**src/rtl/rr_priority_arbiter_pkg.sv**
```systemverilog
// Shared types, mode constants and sizing helper for the round-robin / fixed
// priority arbiter family.
package rr_priority_arbiter_pkg;

    // Arbiter control states.
    typedef enum logic [0:0] {
        IDLE  = 1'b0,
        GRANT = 1'b1
    } state_e;

    // Arbitration modes selected through the RR_EN parameter.
    localparam int FIXED = 0;
    localparam int RR    = 1;

    // Width of a binary index into n lines, never less than one bit.
    function automatic int idx_width(input int n);
        return (n > 2) ? $clog2(n) : 1;
    endfunction

endpackage

```
**src/rtl/rr_priority_arbiter_if.sv**
```systemverilog
// Request/grant bundle between requesters (master) and the arbiter (slave).
interface rr_priority_arbiter_if
    import rr_priority_arbiter_pkg::*;
#(
    parameter int N     = 8,
    parameter int IDX_W = idx_width(N)
);
    logic [N-1:0]     req;
    logic             ack;
    logic [N-1:0]     gnt;
    logic [IDX_W-1:0] gnt_idx;
    logic             gnt_valid;

    modport master (
        output req,
        output ack,
        input  gnt,
        input  gnt_idx,
        input  gnt_valid
    );

    modport slave (
        input  req,
        input  ack,
        output gnt,
        output gnt_idx,
        output gnt_valid
    );
endinterface

```
**src/rtl/rr_priority_arbiter_rot_priority_pick.sv**
```systemverilog
// Combinational pick: the first set request found descending from ptr,
// wrapping from 0 back to N-1. Done as rotate, MSB-first encode, un-rotate.
module rot_priority_pick
    import rr_priority_arbiter_pkg::*;
#(
    parameter int N     = 8,
    parameter int IDX_W = idx_width(N)
) (
    input  logic [N-1:0]     req,
    input  logic [IDX_W-1:0] ptr,
    output logic [IDX_W-1:0] win_idx,
    output logic             any_req
);
    // One extra bit so ptr + offset (at most 2N-1) never overflows.
    localparam logic [IDX_W:0] N_EXT = (IDX_W + 1)'(N);

    logic [N-1:0]     rot;
    logic [IDX_W-1:0] rot_pos;
    logic [IDX_W:0]   unrot_sum;

    // Rotate so that req[ptr] lands on the MSB and req[ptr+1] on bit 0.
    genvar gi;
    generate
        for (gi = 0; gi < N; gi++) begin : g_rot
            logic [IDX_W:0] src_sum;
            logic [IDX_W:0] src_idx;
            assign src_sum = {1'b0, ptr} + (IDX_W + 1)'(gi + 1);
            assign src_idx = (src_sum >= N_EXT) ? (src_sum - N_EXT) : src_sum;
            assign rot[gi] = req[src_idx[IDX_W-1:0]];
        end
    endgenerate

    // MSB-first encode of the rotated vector (later iterations override).
    always_comb begin
        rot_pos = '0;
        for (int j = 0; j < N; j++) begin
            if (rot[j]) begin
                rot_pos = IDX_W'(j);
            end
        end
    end

    // Undo the rotation to recover the original request index.
    always_comb begin
        unrot_sum = {1'b0, ptr} + {1'b0, rot_pos} + (IDX_W + 1)'(1);
        win_idx   = (unrot_sum >= N_EXT) ? IDX_W'(unrot_sum - N_EXT)
                                         : unrot_sum[IDX_W-1:0];
    end

    assign any_req = |req;

endmodule

```
**src/rtl/rr_priority_arbiter.sv**
```systemverilog
// Registered N-way arbiter: grants one requester at a time, holds the grant
// until ack or request withdrawal, then idles one cycle before re-arbitrating.
module rr_priority_arbiter
    import rr_priority_arbiter_pkg::*;
#(
    parameter int N     = 8,
    parameter int IDX_W = idx_width(N),
    parameter int RR_EN = RR
) (
    input  logic                clk,
    input  logic                rst_n,
    rr_priority_arbiter_if.slave bus
);
    localparam logic [0:0]       S_IDLE   = IDLE;
    localparam logic [0:0]       S_GRANT  = GRANT;
    localparam logic [IDX_W-1:0] LAST_IDX = IDX_W'(N - 1);

    logic [0:0]       state_q,     state_d;
    logic [IDX_W-1:0] ptr_q,       ptr_d;
    logic [N-1:0]     gnt_q,       gnt_d;
    logic [IDX_W-1:0] gnt_idx_q,   gnt_idx_d;
    logic             gnt_valid_q, gnt_valid_d;

    logic [IDX_W-1:0] win_idx;
    logic             any_req;

    rot_priority_pick #(
        .N     (N),
        .IDX_W (IDX_W)
    ) u_pick (
        .req     (bus.req),
        .ptr     (ptr_q),
        .win_idx (win_idx),
        .any_req (any_req)
    );

    // Next-state: pick a winner from IDLE, release on ack or abandon in GRANT.
    always_comb begin
        state_d     = state_q;
        ptr_d       = ptr_q;
        gnt_d       = gnt_q;
        gnt_idx_d   = gnt_idx_q;
        gnt_valid_d = gnt_valid_q;
        case (state_q)
            S_IDLE: begin
                if (any_req) begin
                    state_d     = S_GRANT;
                    gnt_d       = N'(1) << win_idx;
                    gnt_idx_d   = win_idx;
                    gnt_valid_d = 1'b1;
                end
            end
            S_GRANT: begin
                // ack and a dropped request in the same cycle are one release.
                if (bus.ack || !bus.req[gnt_idx_q]) begin
                    state_d     = S_IDLE;
                    gnt_d       = '0;
                    gnt_idx_d   = '0;
                    gnt_valid_d = 1'b0;
                    if (RR_EN == RR) begin
                        ptr_d = (gnt_idx_q == '0) ? LAST_IDX
                                                  : gnt_idx_q - IDX_W'(1);
                    end
                end
            end
            default: begin
                state_d     = S_IDLE;
                gnt_d       = '0;
                gnt_idx_d   = '0;
                gnt_valid_d = 1'b0;
            end
        endcase
    end

    // State, pointer and output registers; reset clears the grant at once.
    always_ff @(posedge clk or negedge rst_n) begin
        if (!rst_n) begin
            state_q     <= S_IDLE;
            ptr_q       <= LAST_IDX;
            gnt_q       <= '0;
            gnt_idx_q   <= '0;
            gnt_valid_q <= 1'b0;
        end else begin
            state_q     <= state_d;
            ptr_q       <= ptr_d;
            gnt_q       <= gnt_d;
            gnt_idx_q   <= gnt_idx_d;
            gnt_valid_q <= gnt_valid_d;
        end
    end

    assign bus.gnt       = gnt_q;
    assign bus.gnt_idx   = gnt_idx_q;
    assign bus.gnt_valid = gnt_valid_q;

endmodule

```
**src/flat_wrapper.sv**
```systemverilog
// flat-port wrapper written by rule: the top's interface ports become plain ports
module rr_priority_arbiter_flat import rr_priority_arbiter_pkg::*;
#(
    parameter int N     = 8,
    parameter int IDX_W = idx_width(N),
    parameter int RR_EN = RR
)
  (clk, rst_n, bus_req, bus_ack, bus_gnt, bus_gnt_idx, bus_gnt_valid);
  rr_priority_arbiter_if #(.N(N), .IDX_W(IDX_W)) bus_i ();
  input  logic clk;
  input  logic rst_n;
  input wire logic [$bits(bus_i.req)-1:0] bus_req;
  input wire logic [$bits(bus_i.ack)-1:0] bus_ack;
  output wire logic [$bits(bus_i.gnt)-1:0] bus_gnt;
  output wire logic [$bits(bus_i.gnt_idx)-1:0] bus_gnt_idx;
  output wire logic [$bits(bus_i.gnt_valid)-1:0] bus_gnt_valid;
  assign bus_i.req = bus_req;
  assign bus_i.ack = bus_ack;
  assign bus_gnt = bus_i.gnt;
  assign bus_gnt_idx = bus_i.gnt_idx;
  assign bus_gnt_valid = bus_i.gnt_valid;
  rr_priority_arbiter #(.N(N), .IDX_W(IDX_W), .RR_EN(RR_EN)) u_core (.clk(clk), .rst_n(rst_n), .bus(bus_i));
endmodule
```
**config.mk**
```make
export PLATFORM = sky130hd
export DESIGN_NAME = rr_priority_arbiter_flat
export DESIGN_NICKNAME = d
export VERILOG_FILES = /design/src/rtl/rr_priority_arbiter_pkg.sv /design/src/rtl/rr_priority_arbiter_if.sv /design/src/rtl/rr_priority_arbiter_rot_priority_pick.sv /design/src/rtl/rr_priority_arbiter.sv /design/src/flat_wrapper.sv
export SDC_FILE = /design/constraint.sdc
export NUM_CORES = 1
export LEC_CHECK = 0
export ABC_AREA = 1
export CAP_MARGIN = 20
export CORE_MARGIN = 2
export CORE_UTILIZATION = 40
export DETAILED_ROUTE_END_ITERATION = 8
export PLACE_DENSITY = 0.62
export SETUP_SLACK_MARGIN = 0.1
export SYNTH_ARGS = -nofsm -noshare
export SYNTH_HDL_FRONTEND = slang
export SYNTH_SLANG_ARGS = --single-unit
```
**constraint.sdc**
```tcl
create_clock -name clk -period 2.95 [get_ports clk]
set_input_delay 0.59 -clock clk [delete_from_list [all_inputs] [get_ports clk]]
set_output_delay 0.59 -clock clk [all_outputs]
set_load 0.03 [all_outputs]
```
-- Word-level counts from Yosys, hierarchy flattened
Cells that the tools add are included.
- $add $sub $neg: 18
- magnitude comparators: 16
- equality and inequality tests: 2
- shifts and indexed selects: 1
- multiplexer cells: 44
- bitwise logic cells: 1
- reduce and logical (&&, ||, !) cells: 6
- operators by type and width (cell ; number):
    2-to-1 mux 3 bit ; 17
    greater-or-equal comparator 4 bit, second input constant ; 8
    less-than comparator 3 x 4 -> 1 bit, second input constant ; 8
    subtractor 3 x 1 -> 3 bit, second input constant ; 9
    binary-select mux 1 bit (select 3 bit) ; 8
    adder 3 x 3 -> 4 bit, second input constant ; 4
    2-to-1 mux 8 bit ; 2
    one-hot mux 8 bit (2 select lines) ; 1
    2-to-1 mux 1 bit ; 13
    adder 3 x 2 -> 4 bit, second input constant ; 2
    OR reduction 8 bit ; 1
    left shift 1 x 3 -> 8 bit, first input constant ; 1
    one-hot mux 3 bit (2 select lines) ; 1
    adder 3 x 3 -> 4 bit ; 1
    adder 3 x 4 -> 4 bit, second input constant ; 1
    adder 4 x 1 -> 4 bit, second input constant ; 1
    one-hot mux 1 bit (2 select lines) ; 2
    AND reduction 2 bit ; 2
    zero test 3 bit ; 1
    != test 2 x 1 -> 1 bit, second input constant ; 1
    != test 2 bit, second input constant ; 1
    zero test 1 bit ; 1
    logical OR 1 bit ; 1
    inverter 1 bit ; 1
- flip-flop bits (word level): 16
- input port bits: 11
- output and inout port bits: 12

-- Depth between registers and ports, before layout
Gate-level depths: netlist (run 1).
- depth after elaboration: 19
- mapped depth: 22

-- Modules after synthesis
A second synthesis (run 1) with hierarchy kept.
- cell total of the unflattened synthesis: 205
- area, all modules: 1347.5 µm²
- modules (own cells, without submodules) (module ; times used ; cells an instance ; area each (µm²) ; seq. area each (µm²)):
    rr_priority_arbiter ; 1 ; 110 ; 844.6 ; 404.1
    rot_priority_pick ; 1 ; 95 ; 503.0 ; 0.0

-- Worst setup path after synthesis (run 1)
Ideal clock, no wire load.
- path type: register -> register
- start point: register u_core.ptr_q[0]
- end point: register u_core.gnt_idx_q[2], in the netlist u_core.bus.gnt_idx[2]
- arrival: 2.853 ns
- path slack: -0.023 ns
- stages on the path, launching flop included: 22
- path buffers: 1
- cells stage by stage: dfstp_2 > buf_6 > inv_8 > ha_1 > inv_1 > nand3_1 > nand2_1 > nand2_1 > nand2_1 > nand2_1 > nand2_1 > nand2_1 > a21oi_1 > nor2_1 > ha_1 > fa_1 > xor2_1 > inv_1 > nand3_2 > nand2_4 > nand2_2 > o21ai_2
- word-level cells in the longest chain between the ends: 18
- elaborated cells between the ends (all ways): 56
- those cells by class: add/sub (17); order compare (8); mux (31)
- ends and longest elaborated chain (what ; RTL line ; source):
    from (decl) ; rr_priority_arbiter.sv:19 ; logic [IDX_W-1:0] ptr_q, ptr_d;
    from (signal assigned) ; rr_priority_arbiter.sv:85 ; ptr_q <= ptr_d;
    adder 3 x 2 -> 4 bit ; rr_priority_arbiter_rot_priority_pick.sv:27 ; assign src_sum = {1'b0, ptr} + (IDX_W + 1)'(gi + 1);
    greater-or-equal comparator 4 bit or subtractor 3 x 1 -> 3 bit (tied branches) ; rr_priority_arbiter_rot_priority_pick.sv:28 ; assign src_idx = (src_sum >= N_EXT) ? (src_sum - N_EXT) : src_sum;
    2-to-1 mux 3 bit ; rr_priority_arbiter_rot_priority_pick.sv:28 ;
    binary-select mux 1 bit (select 3 bit) ; rr_priority_arbiter_rot_priority_pick.sv:29 ; assign rot[gi] = req[src_idx[IDX_W-1:0]];
    2-to-1 mux 1 bit (implied by the code) ; rr_priority_arbiter_rot_priority_pick.sv:29 ;
    2-to-1 mux 1 bit ; rr_priority_arbiter_rot_priority_pick.sv:37 ; if (rot[j]) begin
    2-to-1 mux 3 bit (6 in a row) ; rr_priority_arbiter_rot_priority_pick.sv:37 ;
    adder 3 x 3 -> 4 bit * ; rr_priority_arbiter_rot_priority_pick.sv:45 ; unrot_sum = {1'b0, ptr} + {1'b0, rot_pos} + (IDX_W + 1)'(1);
    adder 4 x 1 -> 4 bit * ; rr_priority_arbiter_rot_priority_pick.sv:45 ;
    greater-or-equal comparator 4 bit or subtractor 3 x 1 -> 3 bit (tied branches) ; rr_priority_arbiter_rot_priority_pick.sv:46 ; win_idx = (unrot_sum >= N_EXT) ? IDX_W'(unrot_sum - N_EXT)
    2-to-1 mux 3 bit * ; rr_priority_arbiter_rot_priority_pick.sv:46 ;
    2-to-1 mux 3 bit * ; rr_priority_arbiter.sv:46 ; if (any_req) begin
    one-hot mux 3 bit (2 select lines) * ; rr_priority_arbiter.sv:44 ; case (state_q)
    to (signal assigned) ; rr_priority_arbiter.sv:87 ; gnt_idx_q <= gnt_idx_d;
    to (decl) ; rr_priority_arbiter.sv:21 ; logic [IDX_W-1:0] gnt_idx_q, gnt_idx_d;
Mark *: on every way between the ends. The rest lies on a longest branch, timed or not. The select of a mux whose other input is x is not followed.
A chain may end at the register's enable or synchronous reset.

-- Final worst setup path (run 1)
- start point: input port bus_req[5]
- end point: register u_core.gnt_q[4], in the netlist u_core.bus.gnt[4]
- word-level cells in the longest chain between the ends: 16
- elaborated cells between the ends (all ways): 37
- those cells by class: add/sub (3); order compare (1); eq/ne (2); shift (1); mux (26); reduce/logical (4)
- ends and longest elaborated chain (what ; RTL line ; source):
    from (decl) ; flat_wrapper.sv:12 ; input wire logic [$bits(bus_i.req)-1:0] bus_req;
    binary-select mux 1 bit (select 3 bit) ; rr_priority_arbiter_rot_priority_pick.sv:29 ;
    2-to-1 mux 1 bit (implied by the code) ; rr_priority_arbiter_rot_priority_pick.sv:29 ;
    2-to-1 mux 1 bit ; rr_priority_arbiter_rot_priority_pick.sv:37 ;
    2-to-1 mux 3 bit (6 in a row) ; rr_priority_arbiter_rot_priority_pick.sv:37 ;
    adder 3 x 3 -> 4 bit ; rr_priority_arbiter_rot_priority_pick.sv:45 ;
    adder 4 x 1 -> 4 bit ; rr_priority_arbiter_rot_priority_pick.sv:45 ;
    greater-or-equal comparator 4 bit or subtractor 3 x 1 -> 3 bit (tied branches) ; rr_priority_arbiter_rot_priority_pick.sv:46 ;
    2-to-1 mux 3 bit ; rr_priority_arbiter_rot_priority_pick.sv:46 ;
    left shift 1 x 3 -> 8 bit ; rr_priority_arbiter.sv:48 ; gnt_d = N'(1) << win_idx;
    2-to-1 mux 8 bit ; rr_priority_arbiter.sv:46 ;
    one-hot mux 8 bit (2 select lines) ; rr_priority_arbiter.sv:44 ;
    to (signal assigned) ; rr_priority_arbiter.sv:86 ; gnt_q <= gnt_d;
    to (decl) ; rr_priority_arbiter.sv:20 ; logic [N-1:0] gnt_q, gnt_d;
Parallel ways exist; a longest one is shown, timed or not. The select of a mux whose other input is x is not followed.

==> summary.md, run 1 <==
| Metric | Value |
|---|---|
| Fin worst setup slack | between 0.08 and 0.09 ns |
| Most frequent cells in the layout | nand2_1 (42), nand3_1 (25), buf_4 (24) |
| Top post-synthesis cells by area | dfrtp_1 (23%), nand2_1 (12%), nand3_1 (9.8%) |
| Max Root-Sink Buffers | 2 |
| ANT cells | 0 |
| Chip width | 63.7 um |
| Routed vias/inst | roughly 5.0 |
| Worst slack, placed | -0.281 ns |
| Most common cell after layout, fill and taps aside | nand2_1 |
| Critical path's top delay family | simple AND/OR/NAND/NOR gates |
| Port Buffers | 22 |
| Buf/Inv on CP | 2 |
| Vias in the first global route | approximately 1500 |
| Cells after synthesis | between 150 and 200 |
| Avg WL per Cell | between 10 and 15 um |
| Distinct cells, synth | 29 |
| Cell taking the most area after synthesis | dfrtp_1 |
| Share of the synthesized area in the top cell type | 0.228 |
| Area of the mapped netlist | 0.00143 mm^2 |
| Latest clock arrival within the worst-skew pair | between 0.2 and 0.3 ns |
| Worst-Margin Slew | roughly 0.71 ns |
| GR Overflow Total | 0 |
| Routability cong. | 0.827 |
| Seq/Total Area, Yosys | 0.283 |
| Die span in y | between 60 and 70 um |
| Hold Fails Final Rpt | 0 |
| Setup TNS | 0 ns |
| DRC violation count after routing | 0 |
| Worst setup EP type | register |
| Global-route wire length before repair | between 6000 and 7000 um |
| Fin crit period | roughly 2.9 ns |
| Status | completed |
| Drt initial violations | 60 |
| Net Count, Synth | approximately 210 |
| Critical Path RT | approximately 3.2 ns |
| Crit-path cells | clkdlybuf4s50_1 -> nand2_1 -> nand3_1 -> nand3_1 -> nand2_1 -> nand2_1 -> nand2_1 -> nand2_1 -> a21oi_2 -> nor2_1 -> ha_2 -> fa_2 -> xor2_2 -> inv_2 -> nand3_4 -> nand2_4 -> nand3_2 -> nand2_1 |
| Clk slew on worst S/H paths | around 0.090 ns |
| CTS Buf Count | 3 |
| Initial antenna violation count | 0 |
| Clock sink count | 16 |
| Crit-path max FO | 5 |
| CTS tree | yes |
| Clock Skews | roughly 0.0024 ns |
| Hold Crit Class | register to register |
| Worst Path Arrival | 3.10 ns |
| Placement Rows | 21 |
| Detail Route Antenna Nets | 0 |
| Slew HR | 0.528 |
| Yosys reg bits | 16 |
| Detailed Route WL | 3670 um |
| Root Driver | clkbuf_4 |
| Pin count of the biggest net entering global routing | 17 |
| Fin crit share | 0.972 |
| Starting Density | 0.421 |
| Most used cell, CP | nand2_1 |
| Post-DP HPWL | roughly 2800 um |
| Number of nets in the layout | roughly 260 |
| Layout cell share with drive strength beyond 1 | 0.376 |
| Setup crit start kind | input port |
| Synth Flop Type | dfrtp_1 |
| Slowest cell on crit path | clkdlybuf4s50_1 |
| Ys Warns | 0 |
| Final Setup Violations | 0 |
| Fmax | ~350 MHz |
| Crit Path Class | input port to register |
| Die Footprint | between 0.004 and 0.005 mm^2 |
| Pins Over Slew Limit | 0 |
| Post-synth EDFFs | 0 |
| # fillers | between 300 and 400 |
| Synth async-reset ratio | 1.00 |
| Num ports | 23 |
| Synthesized area per cell | roughly 7.5 um^2 |
| Tot GR Track Use | 0.205 |
| Crit-path max cell delay | about 0.57 ns |
| Htree depth | 1 |
| Vias after detailed routing | roughly 1400 |
| Syn-to-layout area delta | 36.5% |
| Unrepaired setup endpoints after global routing | true |
| Pre-antenna DRT Iters | 4 |
| Max-cap violations | 0 |
| Core area | 0.00339 mm^2 |
==> routing by layer <==
layer	track usage	vias to the layer above	share of wire	routed length, um
li1	-	716	-	-
met1	0.267	678	0.45	1660
met2	0.343	27	0.50	1820
met3	0.0405	5	0.042	155
met4	0.0625	0	0.011	40
met5	0	-	0	0
==> Yosys cell counts (2+ instances only) <==
master,n
nor4_1,2
nor2_4,2
nand2_2,15
nor2_1,14
nand3_1,28
nand2_1,44
dfstp_2,3
o21ai_0,7
nand2_4,2
dfrtp_1,13
xor2_1,2
buf_6,4
nand3_2,12
inv_2,2
o21ai_2,5
a21oi_1,4
ha_1,5
o211ai_1,2
inv_1,14
xnor2_1,2
==> stage by stage <==
stage	cells	hold WS [ns]	area [um^2]	util
detailed placement	276	0.469	1830	0.541
floorplan	191	0.294	1440	-
global placement	276	0.454	1830	0.541
global route	283	0.512	1950	0.575
CTS	283	0.491	1930	0.569
finish	283	0.490	1950	0.575
==> cell type report <==
class	instances	area, um^2	area share
clock buffer	4	26.3	0.0135
inverter	18	80.1	0.0411
sequential	16	404	0.207
timing repair buffer	47	414	0.213
multi-input combinational	152	966	0.496
tap	46	57.6	0.0295
==> worst paths after layout <==
| kind | cells past startpoint | slack, ns | endpoint | start |
|---|---|---|---|---|
| setup / recovery | 18 | 0.08 | u_core.bus.gnt[4]$_DFFE_PN0P_ | bus_req[5] |
| hold / removal | 2 | 0.49 | u_core.bus.gnt_valid$_DFFE_PN0P_ | u_core.bus.gnt_valid$_DFFE_PN0P_ |
| setup reg to reg | 20 | 0.10 | u_core.bus.gnt[4]$_DFFE_PN0P_ | u_core.ptr_q[0]$_DFFE_PN1P_ |
| hold reg to reg | 2 | 0.49 | u_core.bus.gnt_valid$_DFFE_PN0P_ | u_core.bus.gnt_valid$_DFFE_PN0P_ |
| max in group asynchronous | 1 | 1.79 | u_core.bus.gnt_idx[1]$_DFFE_PN0P_ | rst_n |
| min in group asynchronous | 1 | 0.71 | u_core.bus.gnt[0]$_DFFE_PN0P_ | rst_n |
==> logic make-up (layout without fill, tap and decap cells) <==
family,after synthesis,after routing,synth area share
simple gates,122,123,0.455
buf+inv,24,69,0.0947
compound gates,19,19,0.0850
flops,16,16,0.283
fa+ha+maj,6,6,0.0578
xor+xnor,4,4,0.0245
==> worst register-to-register path, delay by kind of cell (launching register included) <==
family / cells / cell delay [ns]
compound gates: 1 / 0.14
xor+xnor: 1 / 0.20
fa+ha+maj: 3 / 0.78
buf+inv: 3 / 0.20
simple gates: 12 / 0.84
flops: 1 / 0.61
==> sequential cells by signal, indices dropped and copies added, names as in the netlist <==
register              flops
u_core.bus.gnt            8
u_core.bus.gnt_idx        3
u_core.bus.gnt_valid      1
u_core.ptr_q              3
u_core.state_q            1
==> repair_timing <==
item / in CTS / in global routing
pin swaps: 4 / 15
hold buffers: 0 / 0
hold endpoints to repair: 0 / 0
resized for setup: 12 / 10
cloned: 1 / 0
setup endpoints to repair: 9 / 10
setup buffers: 2 / 0
Power of run 1 is not shown: default switching activity piles up to over one toggle a cycle in this logic, so the estimate is an artifact.
==> run 2: changes to the inputs <==
--- a/config.mk
+++ b/config.mk
@@ -5,10 +5,11 @@
 export SDC_FILE = /design/constraint.sdc
 export NUM_CORES = 1
 export LEC_CHECK = 0
-export ABC_AREA = 1
+export ABC_AREA = 0
 export CAP_MARGIN = 20
 export CORE_MARGIN = 2
 export CORE_UTILIZATION = 40
+export CTS_BUF_LIST = sky130_fd_sc_hd__clkbuf_4 sky130_fd_sc_hd__clkbuf_8
 export DETAILED_ROUTE_END_ITERATION = 8
 export PLACE_DENSITY = 0.62
 export SETUP_SLACK_MARGIN = 0.1
==> run 2 against run 1 <==
The flow now finishes with violations (setup timing). Sequential cell count is the same. Utilization grew 5.0 points. Register-to-register slack lost 0.51 ns. Largest cell class unchanged. Routed wire length grew 3.9%. Synthesized area grew 2.6%.
==> summary.md, run 2 <==
| Metric | Value |
|---|---|
| Status | finished with violations |
| Failing checks | setup timing |
| Net Count, Synth | 160 (-23%) |
| Syn-to-layout area delta | 45.6% |
| Htree depth | 1 (unchanged) |
| Placement Rows | 21 (unchanged) |
| Fin crit period | 3.36 ns (+0.489 ns) |
| Most instantiated library cell after synthesis | nand3_1 |
| Max-cap violations | 0 (unchanged) |
| Top post-synthesis cells by area | dfrtp_1 (22%), mux4_2 (11%), nand3_1 (9.2%) |
| Layout cell share with drive strength beyond 1 | 0.423 (+0.0479) |
| Fmax | 298 MHz (-15%) |
| Most common cell after layout, fill and taps aside | buf_4 |
| Distinct cells, synth | 34 (+17%) |
| WHS | 0.488 ns (-0.00127 ns) |
| Pin count of the biggest net entering global routing | 24 (+7) |
| Global-route wire length before repair | 6440 um (-3.0%) |
| Latest clock arrival within the worst-skew pair | 0.28 ns (about the same) |
| Die Footprint | 0.00416 mm^2 (+2.5%) |
| Setup TNS | -3.36 ns (-3.36 ns) |
| Detailed Route WL | 3820 um (+3.9%) |
| Cell taking the most area after synthesis | dfrtp_1 |
| Worst Path Arrival | 3.58 ns (+0.48 ns) |
| Max Root-Sink Buffers | 2 (unchanged) |
| Initial antenna violation count | 0 (unchanged) |
| Number of nets in the layout | 214 (-16%) |
| DRC violation count after routing | 0 (unchanged) |
| Critical Path RT | 3.17 ns (about the same) |
| Post-CTS Hold Buffers | 0 (unchanged) |
| Clock sink count | 16 (unchanged) |
| Synth async-reset ratio | 1.00 (unchanged) |
| Vias in the first global route | 1328 (-10%) |
| Worst-Margin Slew | 0.787 ns (+0.0805 ns) |
| Root Driver | clkbuf_4 |
| Post-synth EDFFs | 0 (unchanged) |
| Avg WL per Cell | 15.8 um (+22%) |
| Num ports | 23 (unchanged) |
| Unrepaired setup endpoints after global routing | true |
| Synth Flop Type | dfrtp_1 |
| Yosys reg bits | 16 (unchanged) |
| Pre-antenna DRT Iters | 4 (unchanged) |
| Fin worst setup slack | -0.407 ns (-0.489 ns) |
| Final Instance Area | 0.00213 mm^2 (+9.5%) |
| Crit-path max cell delay | 0.58 ns (about the same) |
| Hold Fails Final Rpt | 0 (unchanged) |
| CTS tree | yes |
| Share of the synthesized area in the top cell type | 0.222 (-0.00584) |
| Post-DP HPWL | 2950 um (+3.5%) |
| Cells after synthesis | 143 (-25%) |
| Area of the mapped netlist | 0.00147 mm^2 (+2.6%) |
| Largest register FFs | 8 (unchanged) |
| Slew HR | 0.475 (-0.0523) |
| Setup crit start kind | register |
| Ys Warns | 0 (unchanged) |
| Worst setup EP type | register |
| Routed vias/inst | 5.60 (+11%) |
| Die span in y | 64.5 um (+1.2%) |
| Detail Route Antenna Nets | 0 (unchanged) |
| Commonest cells in the netlist | nand3_1 (27), dfrtp_1 (13), o21ai_0 (12) |
| Port Buffers | 22 (unchanged) |
| ANT cells | 0 (unchanged) |
| Most frequent cells in the layout | buf_4 (35), nand3_1 (27), clkdlybuf4s50_1 (22) |
| Crit Path Class | register to register |
| Drt initial violations | 89 (+48%) |
| Slowest cell on crit path | dfstp_2 |
| Seq/Total Area, Yosys | 0.276 (-0.00725) |
| Crit-path max FO | 5 (unchanged) |
| Crit-path cells | clkinvlp_4 -> ha_4 -> mux2i_4 -> mux4_2 -> o22a_2 -> o31ai_2 -> ha_2 -> fa_2 -> nor4_2 -> o21ai_0 -> nand3_1 |
| CTS Buf Count | 3 (unchanged) |
| Final Setup Violations | 10 (+10) |
| GR Overflow Total | 0 (unchanged) |
| Tot GR Track Use | 0.195 (-0.0101) |
| FF-to-FF setup slack | -0.41 ns (-0.51 ns) |
| Starting Density | 0.429 (+0.00775) |
| Pins Over Slew Limit | 0 (unchanged) |
| Dpl cell area | 0.00200 mm^2 (+9.0%) |
| Hold Crit Class | register to register |
| Routability cong. | 0.824 (-0.37%) |
| Core area | 0.00342 mm^2 (+0.78%) |
| Clock Skews | 0.0167 ns (+0.0143 ns) |
| Synthesized area per cell | 10.2 um^2 (+37%) |
| Clk slew on worst S/H paths | 0.10 ns (about the same) |
| Vias after detailed routing | 1356 (-4.9%) |
| Chip width | 64.5 um (+1.2%) |
| Fin crit share | 1.14 (+0.166) |
-- run 2: timing repair --
item	CTS	global route
buffers inserted	5	1
resized for setup	9	9
pin swaps	5	1
setup endpoints to repair	11	10
-- run 2: routing by layer --
layer | part of all wire | global-route usage | up-vias
met5 | 0 | 0 | -
met1 | 0.46 | 0.275 | 659
li1 | - | - | 655
met2 | 0.49 | 0.336 | 38
met3 | 0.041 | 0.0191 | 4
met4 | 0.0063 | 0.0239 | 0
-- run 2: worst max-delay path, delay by kind of cell, from the launching register on --
kind                     cells  cell delay [ns]
multiplexers                 2             0.70
AND/OR/NAND/NOR              2             0.40
adder cells (fa/ha/maj)      3             0.97
flip-flops                   1             0.58
AO/OA/AOI/OAI                3             0.54
buffers and inverters        1             0.11
-- run 2: worst paths after layout --
path / to / cells past startpoint / start
setup / recovery: u_core.bus.gnt[7]$_DFFE_PN0P_ / 11 / u_core.ptr_q[0]$_DFFE_PN1P_
hold reg to reg: u_core.bus.gnt_valid$_DFFE_PN0P_ / 2 / u_core.bus.gnt_valid$_DFFE_PN0P_
min in group asynchronous: u_core.bus.gnt[5]$_DFFE_PN0P_ / 1 / rst_n
hold / removal: u_core.bus.gnt_valid$_DFFE_PN0P_ / 2 / u_core.bus.gnt_valid$_DFFE_PN0P_
setup reg to reg: u_core.bus.gnt[7]$_DFFE_PN0P_ / 11 / u_core.ptr_q[0]$_DFFE_PN1P_
max in group asynchronous: u_core.state_q$_DFF_PN0_ / 1 / rst_n
-- run 2: final cells by class --
cell class | count | area [um^2]
fill | 293 | 1280
multi-input combinational | 113 | 1120
timing repair buffer | 58 | 494
sequential | 16 | 404
tap | 46 | 57.6
clock buffer | 4 | 30.0
inverter | 5 | 25.0
-- run 2: metrics by stage --
stage,cells,setup slack (ns),utilization
floorplan,143,-0.484,-
global placement,233,-0.579,0.585
detailed placement,233,-0.646,0.585
CTS,241,-0.390,0.610
global route,242,-0.515,0.625
finish,242,-0.407,0.625
-- run 2: logic make-up (layout without fill, tap and decap cells) --
logic type,count (synthesis),count (layout),share of synthesized area
compound gates,26,26,0.120
buf+inv,14,67,0.0615
flops,16,16,0.276
xor+xnor,5,5,0.0299
simple gates,54,54,0.199
mux,22,22,0.258
fa+ha+maj,6,6,0.0564
Power of run 2 is left out for the same reason.
==> run 3: changes to the inputs <==
--- a/config.mk
+++ b/config.mk
@@ -11,7 +11,6 @@
 export CORE_UTILIZATION = 40
 export CTS_BUF_LIST = sky130_fd_sc_hd__clkbuf_4 sky130_fd_sc_hd__clkbuf_8
 export DETAILED_ROUTE_END_ITERATION = 8
-export PLACE_DENSITY = 0.62
 export SETUP_SLACK_MARGIN = 0.1
 export SYNTH_ARGS = -nofsm -noshare
 export SYNTH_HDL_FRONTEND = slang
==> run 3 against run 2 <==
The run still ends with setup timing left. Clock skew decreased by 0.0067 ns. Non-clock buffer count down 1. Clock-buffer cell count stayed put. Die area unchanged. Via count shrank 0.74%. Fmax hardly changed. Routed wire length increased by 0.39%. Worst setup slack worse by 0.0023 ns. Sequential cell count did not move. Utilization grew 2.6 points. Critical endpoint is now u_core.bus.gnt[5]$_DFFE_PN0P_. Largest cell class unchanged.
==> summary.md, run 3 (synthesized netlist as in run 2, its figures left out) <==
| Metric | Value |
|---|---|
| Number of nets in the layout | 213 (-0.47%) |
| Die span in y | 64.5 um (unchanged) |
| Worst-Margin Slew | 0.762 ns (-0.0242 ns) |
| Most frequent cells in the layout | buf_4 (30), nand3_1 (27), clkdlybuf4s50_1 (22) |
| Fin crit period | 3.36 ns (+0.00226 ns) |
| Worst slack, placed | -0.620 ns (+0.0257 ns) |
| Vias after detailed routing | 1346 (-0.74%) |
| ANT cells | 0 (unchanged) |
| Core area | 0.00342 mm^2 (unchanged) |
| GR Overflow Total | 0 (unchanged) |
| Port Buffers | 22 (unchanged) |
| Setup crit start kind | register |
| Critical Path RT | 3.14 ns (-0.03 ns) |
| Max Root-Sink Buffers | 2 (unchanged) |
| CTS tree | yes |
| Chip width | 64.5 um (unchanged) |
| Detailed Route WL | 3830 um (+0.39%) |
| Crit Path Class | register to register |
| Fmax | 298 MHz (about the same) |
| Max-cap violations | 0 (unchanged) |
| Crit-path max FO | 5 (unchanged) |
| Final Setup Violations | 10 (unchanged) |
| Root Driver | clkbuf_4 |
| Pre-antenna DRT Iters | 4 (unchanged) |
| Detail Route Antenna Nets | 0 (unchanged) |
| Starting Density | 0.429 (unchanged) |
| Vias in the first global route | 1366 (+2.9%) |
| Hold Crit Class | register to register |
| Pin count of the biggest net entering global routing | 20 (-17%) |
| Failing checks | setup timing |
| Slew HR | 0.490 (+0.0146) |
| Fin worst setup slack | -0.409 ns (-0.00226 ns) |
| Die Footprint | 0.00416 mm^2 (unchanged) |
| Hold Fails Final Rpt | 0 (unchanged) |
| Layout cell share with drive strength beyond 1 | 0.441 (+0.0176) |
| Num ports | 23 (unchanged) |
| Initial antenna violation count | 0 (unchanged) |
| Post-CTS Hold Buffers | 0 (unchanged) |
| DRC violation count after routing | 0 (unchanged) |
| Fin crit share | 1.14 (about the same) |
| Clock sink count | 16 (unchanged) |
| Latest clock arrival within the worst-skew pair | 0.30 ns (+0.02 ns) |
| Largest register FFs | 8 (unchanged) |
| Tot GR Track Use | 0.197 (+0.00238) |
| Clock Skews | 0.00998 ns (-0.00671 ns) |
| CTS Buf Count | 3 (unchanged) |
| Drt initial violations | 68 (-24%) |
| Routed vias/inst | 5.59 (-0.33%) |
| Syn-to-layout area delta | 51.8% |
| Unrepaired setup endpoints after global routing | true |
| Most common cell after layout, fill and taps aside | buf_4 |
| Worst setup EP type | register |
| Status | finished with violations |
| Placement Rows | 21 (unchanged) |
| Clk slew on worst S/H paths | 0.10 ns (about the same) |
| Htree depth | 1 (unchanged) |
| Global-route wire length before repair | 6450 um (+0.11%) |
| Worst Path Arrival | 3.55 ns (-0.03 ns) |
| Routability cong. | 0.801 (-2.7%) |
| Pins Over Slew Limit | 0 (unchanged) |
| Post-DP HPWL | 2890 um (-1.9%) |
| Avg WL per Cell | 15.9 um (+0.81%) |
-- run 3: cell types whose count changed in the layout (fill, tap and decap cells not counted), moves of 2 or more --
| cell | change |
|---|---|
| buf_4 | -5 |
| mux2i_2 | -3 |
| mux2i_4 | +3 |
| buf_12 | +2 |
| buf_6 | +2 |
| nor3_1 | -2 |
| nor3_2 | +2 |
-- run 3: per-stage QoR --
step                      hold slack, ns  area [um^2]  std cells  setup TNS [ns]   util
after floorplan                    0.294         1570        143           -4.00      -
after global placement             0.459         1980        231           -4.95  0.581
after detailed placement           0.464         1980        231           -5.49  0.581
after CTS                          0.487         2110        238           -3.20  0.618
after global routing               0.543         2220        241           -5.08  0.651
final                              0.480         2220        241           -3.45  0.651
-- run 3: final timing paths --
path	startpoint	to	slack (ns)	cells after the start
setup / recovery	u_core.ptr_q[0]$_DFFE_PN1P_	u_core.bus.gnt[5]$_DFFE_PN0P_	-0.41	13
hold / removal	u_core.bus.gnt_valid$_DFFE_PN0P_	u_core.bus.gnt_valid$_DFFE_PN0P_	0.48	2
setup reg to reg	u_core.ptr_q[0]$_DFFE_PN1P_	u_core.bus.gnt[5]$_DFFE_PN0P_	-0.41	13
hold reg to reg	u_core.bus.gnt_valid$_DFFE_PN0P_	u_core.bus.gnt_valid$_DFFE_PN0P_	0.48	2
max in group asynchronous	rst_n	u_core.bus.gnt[4]$_DFFE_PN0P_	1.74	1
min in group asynchronous	rst_n	u_core.bus.gnt[1]$_DFFE_PN0P_	0.73	1
-- run 3: cell type report --
type	count	area, um^2
multi-input cells	113	1190
repair buffers	57	519
inverters	5	25.0
clock buffers	4	30.0
flip-flops and latches	16	404
well taps	46	57.6
fillers	292	1190
-- run 3: worst max-delay path: stages (launching register included) --
cell	delay, ns
dfstp_2	0.57
clkinvlp_4	0.11
ha_4	0.28
mux2i_4	0.21
mux4_2	0.51
o22a_2	0.22
o31ai_4	0.17
ha_2	0.21
fa_2	0.51
inv_4	0.12
buf_4	0.12
nor4_4	0.03
nand3_1	0.11
nand3_1	0.08
-- run 3: timing repair --
item | 4_1_cts | 5_1_grt
setup buffers | 3 | 3
pin swaps | 4 | 9
setup endpoints to repair | 10 | 11
gates resized for setup | 10 | 21
-- run 3: layer usage --
metal / share of wire / routed length [um] / vias to the layer above / GRT usage
met5: 0 / 0 / - / 0
met4: 0.0078 / 30 / 0 / 0.0213
met3: 0.033 / 127 / 5 / 0.0365
met2: 0.48 / 1840 / 28 / 0.331
met1: 0.48 / 1830 / 661 / 0.277
li1: - / - / 652 / -
Power of run 3 is left out for the same reason.
